File: src/rtl/tl_error_buffer_if.sv
// Channel bundle for the error-device buffer: upstream A/D on the "in" side,
// downstream A/D toward the error device on the "out" side.
interface tl_error_buffer_if;
   logic         auto_in_a_valid;
   logic [2:0]   auto_in_a_bits_opcode;
   logic [127:0] auto_in_a_bits_address;
   logic         auto_in_a_ready;

   logic         auto_in_d_ready;
   logic         auto_in_d_valid;
   logic [2:0]   auto_in_d_bits_opcode;
   logic [1:0]   auto_in_d_bits_param;
   logic [1:0]   auto_in_d_bits_size;
   logic         auto_in_d_bits_denied;
   logic         auto_in_d_bits_corrupt;

   logic         auto_out_a_valid;
   logic [2:0]   auto_out_a_bits_opcode;
   logic [127:0] auto_out_a_bits_address;
   logic         auto_out_a_ready;

   logic         auto_out_d_valid;
   logic [2:0]   auto_out_d_bits_opcode;
   logic [1:0]   auto_out_d_bits_param;
   logic [1:0]   auto_out_d_bits_size;
   logic         auto_out_d_bits_denied;
   logic         auto_out_d_bits_corrupt;
   logic         auto_out_d_ready;

   // buffer side
   modport slave (
      input  auto_in_a_valid, auto_in_a_bits_opcode, auto_in_a_bits_address,
      output auto_in_a_ready,
      input  auto_in_d_ready,
      output auto_in_d_valid, auto_in_d_bits_opcode, auto_in_d_bits_param,
             auto_in_d_bits_size, auto_in_d_bits_denied, auto_in_d_bits_corrupt,
      output auto_out_a_valid, auto_out_a_bits_opcode, auto_out_a_bits_address,
      input  auto_out_a_ready,
      input  auto_out_d_valid, auto_out_d_bits_opcode, auto_out_d_bits_param,
             auto_out_d_bits_size, auto_out_d_bits_denied, auto_out_d_bits_corrupt,
      output auto_out_d_ready
   );

   // environment side (upstream client plus downstream error device)
   modport master (
      output auto_in_a_valid, auto_in_a_bits_opcode, auto_in_a_bits_address,
      input  auto_in_a_ready,
      output auto_in_d_ready,
      input  auto_in_d_valid, auto_in_d_bits_opcode, auto_in_d_bits_param,
             auto_in_d_bits_size, auto_in_d_bits_denied, auto_in_d_bits_corrupt,
      input  auto_out_a_valid, auto_out_a_bits_opcode, auto_out_a_bits_address,
      output auto_out_a_ready,
      output auto_out_d_valid, auto_out_d_bits_opcode, auto_out_d_bits_param,
             auto_out_d_bits_size, auto_out_d_bits_denied, auto_out_d_bits_corrupt,
      input  auto_out_d_ready
   );
endinterface

File: src/rtl/tl_error_buffer.sv
// Two-entry A and D buffers in front of the error device, with an in-flight
// limiter that stops forwarding A requests once MAX_INFLIGHT are unanswered.
// Payloads pass through untouched; readies come from registered counts only.
module tl_error_buffer #(
   parameter int MAX_INFLIGHT = 2
) (
   input  logic            clock,
   input  logic            reset,
   tl_error_buffer_if.slave bus
);

   localparam logic [1:0] MAX_INF = 2'(MAX_INFLIGHT);

   // D entry layout: {opcode[2:0], param[1:0], size[1:0], denied, corrupt}
   logic [2:0]   a_opcode_mem  [2];
   logic [127:0] a_address_mem [2];
   logic [8:0]   d_mem         [2];

   logic       a_wr_ptr, a_rd_ptr;
   logic [1:0] a_count;
   logic       d_wr_ptr, d_rd_ptr;
   logic [1:0] d_count;
   logic [1:0] inflight;

   logic a_ready, a_out_valid, a_enq, a_deq;
   logic d_ready, d_in_valid, d_enq, d_deq;

   assign a_ready     = (a_count < 2'd2);
   assign a_out_valid = (a_count != 2'd0) && (inflight < MAX_INF);
   assign a_enq       = bus.auto_in_a_valid && a_ready;
   assign a_deq       = a_out_valid && bus.auto_out_a_ready;

   assign d_ready    = (d_count < 2'd2);
   assign d_in_valid = (d_count != 2'd0);
   assign d_enq      = bus.auto_out_d_valid && d_ready;
   assign d_deq      = d_in_valid && bus.auto_in_d_ready;

   assign bus.auto_in_a_ready         = a_ready;
   assign bus.auto_out_a_valid        = a_out_valid;
   assign bus.auto_out_a_bits_opcode  = a_opcode_mem[a_rd_ptr];
   assign bus.auto_out_a_bits_address = a_address_mem[a_rd_ptr];

   assign bus.auto_out_d_ready       = d_ready;
   assign bus.auto_in_d_valid        = d_in_valid;
   assign bus.auto_in_d_bits_opcode  = d_mem[d_rd_ptr][8:6];
   assign bus.auto_in_d_bits_param   = d_mem[d_rd_ptr][5:4];
   assign bus.auto_in_d_bits_size    = d_mem[d_rd_ptr][3:2];
   assign bus.auto_in_d_bits_denied  = d_mem[d_rd_ptr][1];
   assign bus.auto_in_d_bits_corrupt = d_mem[d_rd_ptr][0];

   // Queue pointers/counts and in-flight accounting; reset drops everything.
   always_ff @(posedge clock) begin
      if (reset) begin
         a_wr_ptr <= 1'b0;
         a_rd_ptr <= 1'b0;
         a_count  <= 2'd0;
         d_wr_ptr <= 1'b0;
         d_rd_ptr <= 1'b0;
         d_count  <= 2'd0;
         inflight <= 2'd0;
      end else begin
         if (a_enq) a_wr_ptr <= ~a_wr_ptr;
         if (a_deq) a_rd_ptr <= ~a_rd_ptr;
         case ({a_enq, a_deq})
            2'b10:   a_count <= a_count + 2'd1;
            2'b01:   a_count <= a_count - 2'd1;
            default: a_count <= a_count;
         endcase

         if (d_enq) d_wr_ptr <= ~d_wr_ptr;
         if (d_deq) d_rd_ptr <= ~d_rd_ptr;
         case ({d_enq, d_deq})
            2'b10:   d_count <= d_count + 2'd1;
            2'b01:   d_count <= d_count - 2'd1;
            default: d_count <= d_count;
         endcase

         // a request counts as answered only once its D beat leaves upstream
         case ({a_deq, d_deq})
            2'b10:   inflight <= inflight + 2'd1;
            2'b01:   inflight <= inflight - 2'd1;
            default: inflight <= inflight;
         endcase
      end
   end

   // Payload storage; written only on enqueue, never reset.
   always_ff @(posedge clock) begin
      if (a_enq) begin
         a_opcode_mem[a_wr_ptr]  <= bus.auto_in_a_bits_opcode;
         a_address_mem[a_wr_ptr] <= bus.auto_in_a_bits_address;
      end
      if (d_enq) begin
         d_mem[d_wr_ptr] <= {bus.auto_out_d_bits_opcode, bus.auto_out_d_bits_param,
                             bus.auto_out_d_bits_size, bus.auto_out_d_bits_denied,
                             bus.auto_out_d_bits_corrupt};
      end
   end

   // A D beat returned upstream with nothing outstanding is a broken downstream device.
   d_without_request: assert property (@(posedge clock) disable iff (reset)
      !(d_deq && (inflight == 2'd0)));

   inflight_bounded: assert property (@(posedge clock) disable iff (reset)
      (inflight <= MAX_INF));

endmodule

File: src/flat_wrapper.sv
// flat-port wrapper written by rule: the top's interface ports become plain ports
module tl_error_buffer_flat 
#(
   parameter int MAX_INFLIGHT = 2
)
  (clock, reset, bus_auto_in_a_valid, bus_auto_in_a_bits_opcode, bus_auto_in_a_bits_address, bus_auto_in_a_ready, bus_auto_in_d_ready, bus_auto_in_d_valid, bus_auto_in_d_bits_opcode, bus_auto_in_d_bits_param, bus_auto_in_d_bits_size, bus_auto_in_d_bits_denied, bus_auto_in_d_bits_corrupt, bus_auto_out_a_valid, bus_auto_out_a_bits_opcode, bus_auto_out_a_bits_address, bus_auto_out_a_ready, bus_auto_out_d_valid, bus_auto_out_d_bits_opcode, bus_auto_out_d_bits_param, bus_auto_out_d_bits_size, bus_auto_out_d_bits_denied, bus_auto_out_d_bits_corrupt, bus_auto_out_d_ready);
  tl_error_buffer_if bus_i ();
  input  logic clock;
  input  logic reset;
  input wire logic [$bits(bus_i.auto_in_a_valid)-1:0] bus_auto_in_a_valid;
  input wire logic [$bits(bus_i.auto_in_a_bits_opcode)-1:0] bus_auto_in_a_bits_opcode;
  input wire logic [$bits(bus_i.auto_in_a_bits_address)-1:0] bus_auto_in_a_bits_address;
  output wire logic [$bits(bus_i.auto_in_a_ready)-1:0] bus_auto_in_a_ready;
  input wire logic [$bits(bus_i.auto_in_d_ready)-1:0] bus_auto_in_d_ready;
  output wire logic [$bits(bus_i.auto_in_d_valid)-1:0] bus_auto_in_d_valid;
  output wire logic [$bits(bus_i.auto_in_d_bits_opcode)-1:0] bus_auto_in_d_bits_opcode;
  output wire logic [$bits(bus_i.auto_in_d_bits_param)-1:0] bus_auto_in_d_bits_param;
  output wire logic [$bits(bus_i.auto_in_d_bits_size)-1:0] bus_auto_in_d_bits_size;
  output wire logic [$bits(bus_i.auto_in_d_bits_denied)-1:0] bus_auto_in_d_bits_denied;
  output wire logic [$bits(bus_i.auto_in_d_bits_corrupt)-1:0] bus_auto_in_d_bits_corrupt;
  output wire logic [$bits(bus_i.auto_out_a_valid)-1:0] bus_auto_out_a_valid;
  output wire logic [$bits(bus_i.auto_out_a_bits_opcode)-1:0] bus_auto_out_a_bits_opcode;
  output wire logic [$bits(bus_i.auto_out_a_bits_address)-1:0] bus_auto_out_a_bits_address;
  input wire logic [$bits(bus_i.auto_out_a_ready)-1:0] bus_auto_out_a_ready;
  input wire logic [$bits(bus_i.auto_out_d_valid)-1:0] bus_auto_out_d_valid;
  input wire logic [$bits(bus_i.auto_out_d_bits_opcode)-1:0] bus_auto_out_d_bits_opcode;
  input wire logic [$bits(bus_i.auto_out_d_bits_param)-1:0] bus_auto_out_d_bits_param;
  input wire logic [$bits(bus_i.auto_out_d_bits_size)-1:0] bus_auto_out_d_bits_size;
  input wire logic [$bits(bus_i.auto_out_d_bits_denied)-1:0] bus_auto_out_d_bits_denied;
  input wire logic [$bits(bus_i.auto_out_d_bits_corrupt)-1:0] bus_auto_out_d_bits_corrupt;
  output wire logic [$bits(bus_i.auto_out_d_ready)-1:0] bus_auto_out_d_ready;
  assign bus_i.auto_in_a_valid = bus_auto_in_a_valid;
  assign bus_i.auto_in_a_bits_opcode = bus_auto_in_a_bits_opcode;
  assign bus_i.auto_in_a_bits_address = bus_auto_in_a_bits_address;
  assign bus_auto_in_a_ready = bus_i.auto_in_a_ready;
  assign bus_i.auto_in_d_ready = bus_auto_in_d_ready;
  assign bus_auto_in_d_valid = bus_i.auto_in_d_valid;
  assign bus_auto_in_d_bits_opcode = bus_i.auto_in_d_bits_opcode;
  assign bus_auto_in_d_bits_param = bus_i.auto_in_d_bits_param;
  assign bus_auto_in_d_bits_size = bus_i.auto_in_d_bits_size;
  assign bus_auto_in_d_bits_denied = bus_i.auto_in_d_bits_denied;
  assign bus_auto_in_d_bits_corrupt = bus_i.auto_in_d_bits_corrupt;
  assign bus_auto_out_a_valid = bus_i.auto_out_a_valid;
  assign bus_auto_out_a_bits_opcode = bus_i.auto_out_a_bits_opcode;
  assign bus_auto_out_a_bits_address = bus_i.auto_out_a_bits_address;
  assign bus_i.auto_out_a_ready = bus_auto_out_a_ready;
  assign bus_i.auto_out_d_valid = bus_auto_out_d_valid;
  assign bus_i.auto_out_d_bits_opcode = bus_auto_out_d_bits_opcode;
  assign bus_i.auto_out_d_bits_param = bus_auto_out_d_bits_param;
  assign bus_i.auto_out_d_bits_size = bus_auto_out_d_bits_size;
  assign bus_i.auto_out_d_bits_denied = bus_auto_out_d_bits_denied;
  assign bus_i.auto_out_d_bits_corrupt = bus_auto_out_d_bits_corrupt;
  assign bus_auto_out_d_ready = bus_i.auto_out_d_ready;
  tl_error_buffer #(.MAX_INFLIGHT(MAX_INFLIGHT)) u_core (.clock(clock), .reset(reset), .bus(bus_i));
endmodule
File: config.mk
export PLATFORM = sky130hd
export DESIGN_NAME = tl_error_buffer_flat
export DESIGN_NICKNAME = d
export VERILOG_FILES = /design/src/rtl/tl_error_buffer_if.sv /design/src/rtl/tl_error_buffer.sv /design/src/flat_wrapper.sv
export SDC_FILE = /design/constraint.sdc
export NUM_CORES = 1
export LEC_CHECK = 0
export CORE_ASPECT_RATIO = 1.1
export CORE_MARGIN = 5
export CORE_UTILIZATION = 50
export CTS_CLUSTER_SIZE = 8
export DETAILED_ROUTE_END_ITERATION = 6
export MAX_ROUTING_LAYER = met4
export PLACE_DENSITY_LB_ADDON = 0.12
export RECOVER_POWER = 25
export SETUP_SLACK_MARGIN = 0.1
export SLEW_MARGIN = 20
export SYNTH_ARGS = -nofsm -noshare
export SYNTH_HDL_FRONTEND = slang
export SYNTH_SLANG_ARGS = --single-unit
File: constraint.sdc
create_clock -name clock -period 12.1 [get_ports clock]
set_input_delay 1.21 -clock clock [delete_from_list [all_inputs] [get_ports clock]]
set_output_delay 1.21 -clock clock [all_outputs]
set_load 0.05 [all_outputs]
==> run summary <==
The flow ran to the end, and the final reports show no timing, DRC or antenna violations. The share of post-route cells with drive strength above 1 is 23.74%. The slowest stage of the critical path is the buf_4 cell. The cell area after synthesis is about 11000 um2. Registers take 8652 um2.

The arrival time of the worst setup path is ~3.9 ns. The worst hold path belongs to the class flop to flop. Setup violations remaining at the end of the flow were counted as 0. The number of antenna-violating nets in the routed design is 0. In the final layout, the multi-input gates occupy roughly 2200 um2. The leakage power is around 0.0054 uW. Buffers added to address setup during post-CTS repair amount to 0. The total of cells resized after clock tree synthesis is 0. The pre-antenna-repair detailed-routing pass consisted of 4 iterations. The total design power came out at between 3000 and 4000 uW. The floorplan die area is approximately 25000 um2. The transition time of the tightest slew-check pin is ~1.1 ns. The mean routed wirelength per cell came out at approximately 19 um. In the synthesized netlist, the cells that appear most often are edfxtp_1 (280), mux2_4 (90), mux2_2 (52), dfxtp_1 (12), nor2_1 (12). The most frequently used flop master after synthesis is edfxtp_1.

The final core area utilization came out at between 70% and 80%. The total area inside the core boundary comes to approximately 22000 um2. Fill cells in the final layout number between 1000 and 1500. The initial standard-cell utilization of the core is 50.32%. The final weighted congestion of routability-driven global placement came out at between 0.7 and 0.8. The cell type with the highest aggregate area in the netlist is edfxtp_1. The average cell area after synthesis came out at roughly 22 um2.

For this block, the initial DRC count from the detailed router was around 280. Cell internal power was estimated by the tool at about 2600 uW. The clock net sink count came out at roughly 300.

Measured along the x axis, the die boundary spans approximately 150 um. The number of buffers created by CTS came out at 42. The most repeated cell in the gate-level netlist after synthesis is edfxtp_1.

The portion of the clock cycle consumed by the worst path in the final layout came out at 42.40%. The power density relative to cell area came out at between 200 and 300 nW/um2. The reported max-cap violation count came out at 0.

The highest clock rate came out at slightly below 200 MHz. The largest net degree at the start of global routing came out at 81. Detailed placement finished with a half-perimeter wire length of between 10000 and 15000 um. The hold buffer count at CTS is 0. The number of global-route vias before repair came out at a little over 6000. The total wirelength of the detailed-routed design came out at between 20000 and 25000 um. The growth of design area from synthesis to finish came out at 39.92%. The number of DRC violations after detailed routing came out at 0. Counting flops and latches in the post-synthesis netlist gives 292. The standard cell area after detailed placement is ~14000 um2. The die extent in y is between 150 and 200 um. The number of warning messages in the yosys log came out at 0.

IR analysis of the VDD net gives a maximum drop of roughly 200 uV. The critical path's most frequent cell is buf_4. The part of the total power dissipated in the clock network came out at 26.7%. The sequential area share after synthesis came out at about 79%. The first-pass GRT wire length is between 30000 and 40000 um.

Summing all non-filler instances in the final layout gives an area of 15410 um2. The switching power summed over all nets came out at about 1400 uW. Walking the worst path, the cells encountered are buf_4 > buf_4 > mux2_2 > clkdlybuf4s50_1.

In the routed layout, each cell is associated on average with a via count of ~4.9. The relative slew slack came out at between 20% and 30%. Once placement completed, the tool counted placed cells totaling about 1100. Sequential cells burn approximately a third of the power. Across every metal layer, demand over resource in global routing totals approximately 18%.

The number of nets in the layout is between 900 and 1000. The power share of the combinational group is about two fifths. Data on the critical path is required at its endpoint by approximately 11 ns.

The source-to-sink clock delay at the later pin of the worst-skew pair came out at roughly 0.5 ns. After synthesis, the cell types taking the most area are edfxtp_1 (76%), mux2_4 (12%), mux2_2 (5.3%). The number of buffers on the longest clock path is 3. The number of port buffers is 289. Clock-pin slew was measured on the worst setup and hold paths at roughly 0.050 ns. The synthesized net count is around 640. The maximum fanout along the worst path is 61. Setup repair after global routing left no endpoint under its margin. The maximum cell stage delay along the critical path is 0.89 ns. For this design the top-level I/O count stands at 290. The remaining global-route overflow is 0. The tree is rooted in a clkbuf_16. After floorplanning, the core was divided into 57 placement rows.

The switching part of the total power is 34.91%. Excluding fillers, the count of instances in the completed layout stands at between 1000 and 1500. The accumulated negative setup slack came out at 0 ns. The critical path startpoint category is a flop. TritonCTS built the clock tree. The number of synthesized flops with an enable pin is 280. The async set or reset register ratio after synthesis is 0%.

The top-area cell type share of the netlist area came out at approximately 76%. The count of pins over their slew limit is 0. The final count of hold timing violations came to 0. The number of instances in the synthesized netlist came out at ~500. The number of H-tree branching levels came out at 2. The worst setup path is of the flop to output port kind. The setup clock skew after layout came out at approximately 0.013 ns. The final period demand of the worst path is 5.130 ns. Across all layers, the routed design uses between 5000 and 6000 vias. The sort of element at the end of the critical path is an output port.

The initial antenna violation count is 5. The unique cell type count in the Yosys netlist came out at 21.
power by group through the flow:
stage | combinational [uW] | clock, uW | sequential, uW
floorplan | 1120 | 0 | 1400
global placement | 1540 | 0 | 1390
detailed placement | 1550 | 0 | 1410
CTS | 1560 | 1090 | 1390
global route | 1600 | 1140 | 1400
finish | 1530 | 1060 | 1390
cells in the final DEF, fill, tap and decap left out, types with 2 or more instances in the layout:
cell	Yosys	routed
a21oi_1	3	3
buf_4	0	5
clkbuf_1	1	16
clkbuf_16	0	45
clkdlybuf4s50_1	0	197
dfxtp_1	12	11
diode_2	0	5
dlygate4sd3_1	0	92
edfxtp_1	280	280
ha_1	3	3
inv_1	3	3
mux2_2	52	52
mux2_4	90	90
nand2b_1	2	2
nor2_1	12	11
o21ai_0	3	3
or3_1	3	3
xnor2_1	4	4
xor2_1	5	5
worst paths after layout:
check | from | end | slack (ns) | cells after the start
worst max register to register | u_core.a_count[1] | u_core.a_address_mem[0][101] | 9.42 | 4
worst min-delay path | u_core.d_rd_ptr | u_core.d_rd_ptr | 0.52 | 2
worst max-delay path | flop | bus_auto_out_a_bits_address[81] | 6.97 | 4
worst min register to register | u_core.d_rd_ptr | u_core.d_rd_ptr | 0.52 | 2
cell families after synthesis:
logic type	share of synthesized area, %
adders and majority gates	0.3408
DFF	78.50
buffers and inverters	1.431
and+or+nand+nor	1.090
AOI/OAI and AO/OA	0.3407
muxes	17.58
xor gates and xnor gates	0.7155
routing by layer:
layer	vias to the layer above	global-route usage, %	routed length, um
met4	0	5.158	495
met5	-	-	0
met3	40	6.093	2054
li1	2592	-	-
met2	214	29.43	11310
met1	2722	20.12	8236
cell type report:
type | instances | share of cell area, %
tap | 295 | 2.394
sequential | 292 | 56.13
multi-input combinational | 183 | 14.42
clock inverter | 1 | 0.1948
inverter | 3 | 0.07305
antenna | 5 | 0.08117
clock buffer | 61 | 7.695
timing repair buffer | 294 | 19.01
flip-flops by register name, summed over array words and instances, names as in the netlist, named ones only:
| signal | cells |
|---|---|
| u_core.a_address_mem | 256 |
| u_core.d_mem | 18 |
| u_core.a_opcode_mem | 6 |
| u_core.a_count | 2 |
| u_core.d_count | 2 |
| u_core.inflight | 2 |
| u_core.a_rd_ptr | 1 |
| u_core.a_wr_ptr | 1 |
| u_core.d_rd_ptr | 1 |
| u_core.d_wr_ptr | 1 |
critical path: cells and delay by family (launching register included):
kind	cells	cell delay (ns)
buffers and inverters	3	2.39
flip-flops	1	0.55
multiplexers	1	0.42
metrics by stage:
step                      hold slack (ns)  setup slack [ns]
after detailed placement           0.5164             7.442
after global placement             0.4978             7.455
after floorplan                    0.4792             4.722
final                              0.5219             6.970
after CTS                          0.5281             6.887
after global routing               0.5648             6.785
(Power assumes the default switching activity.)
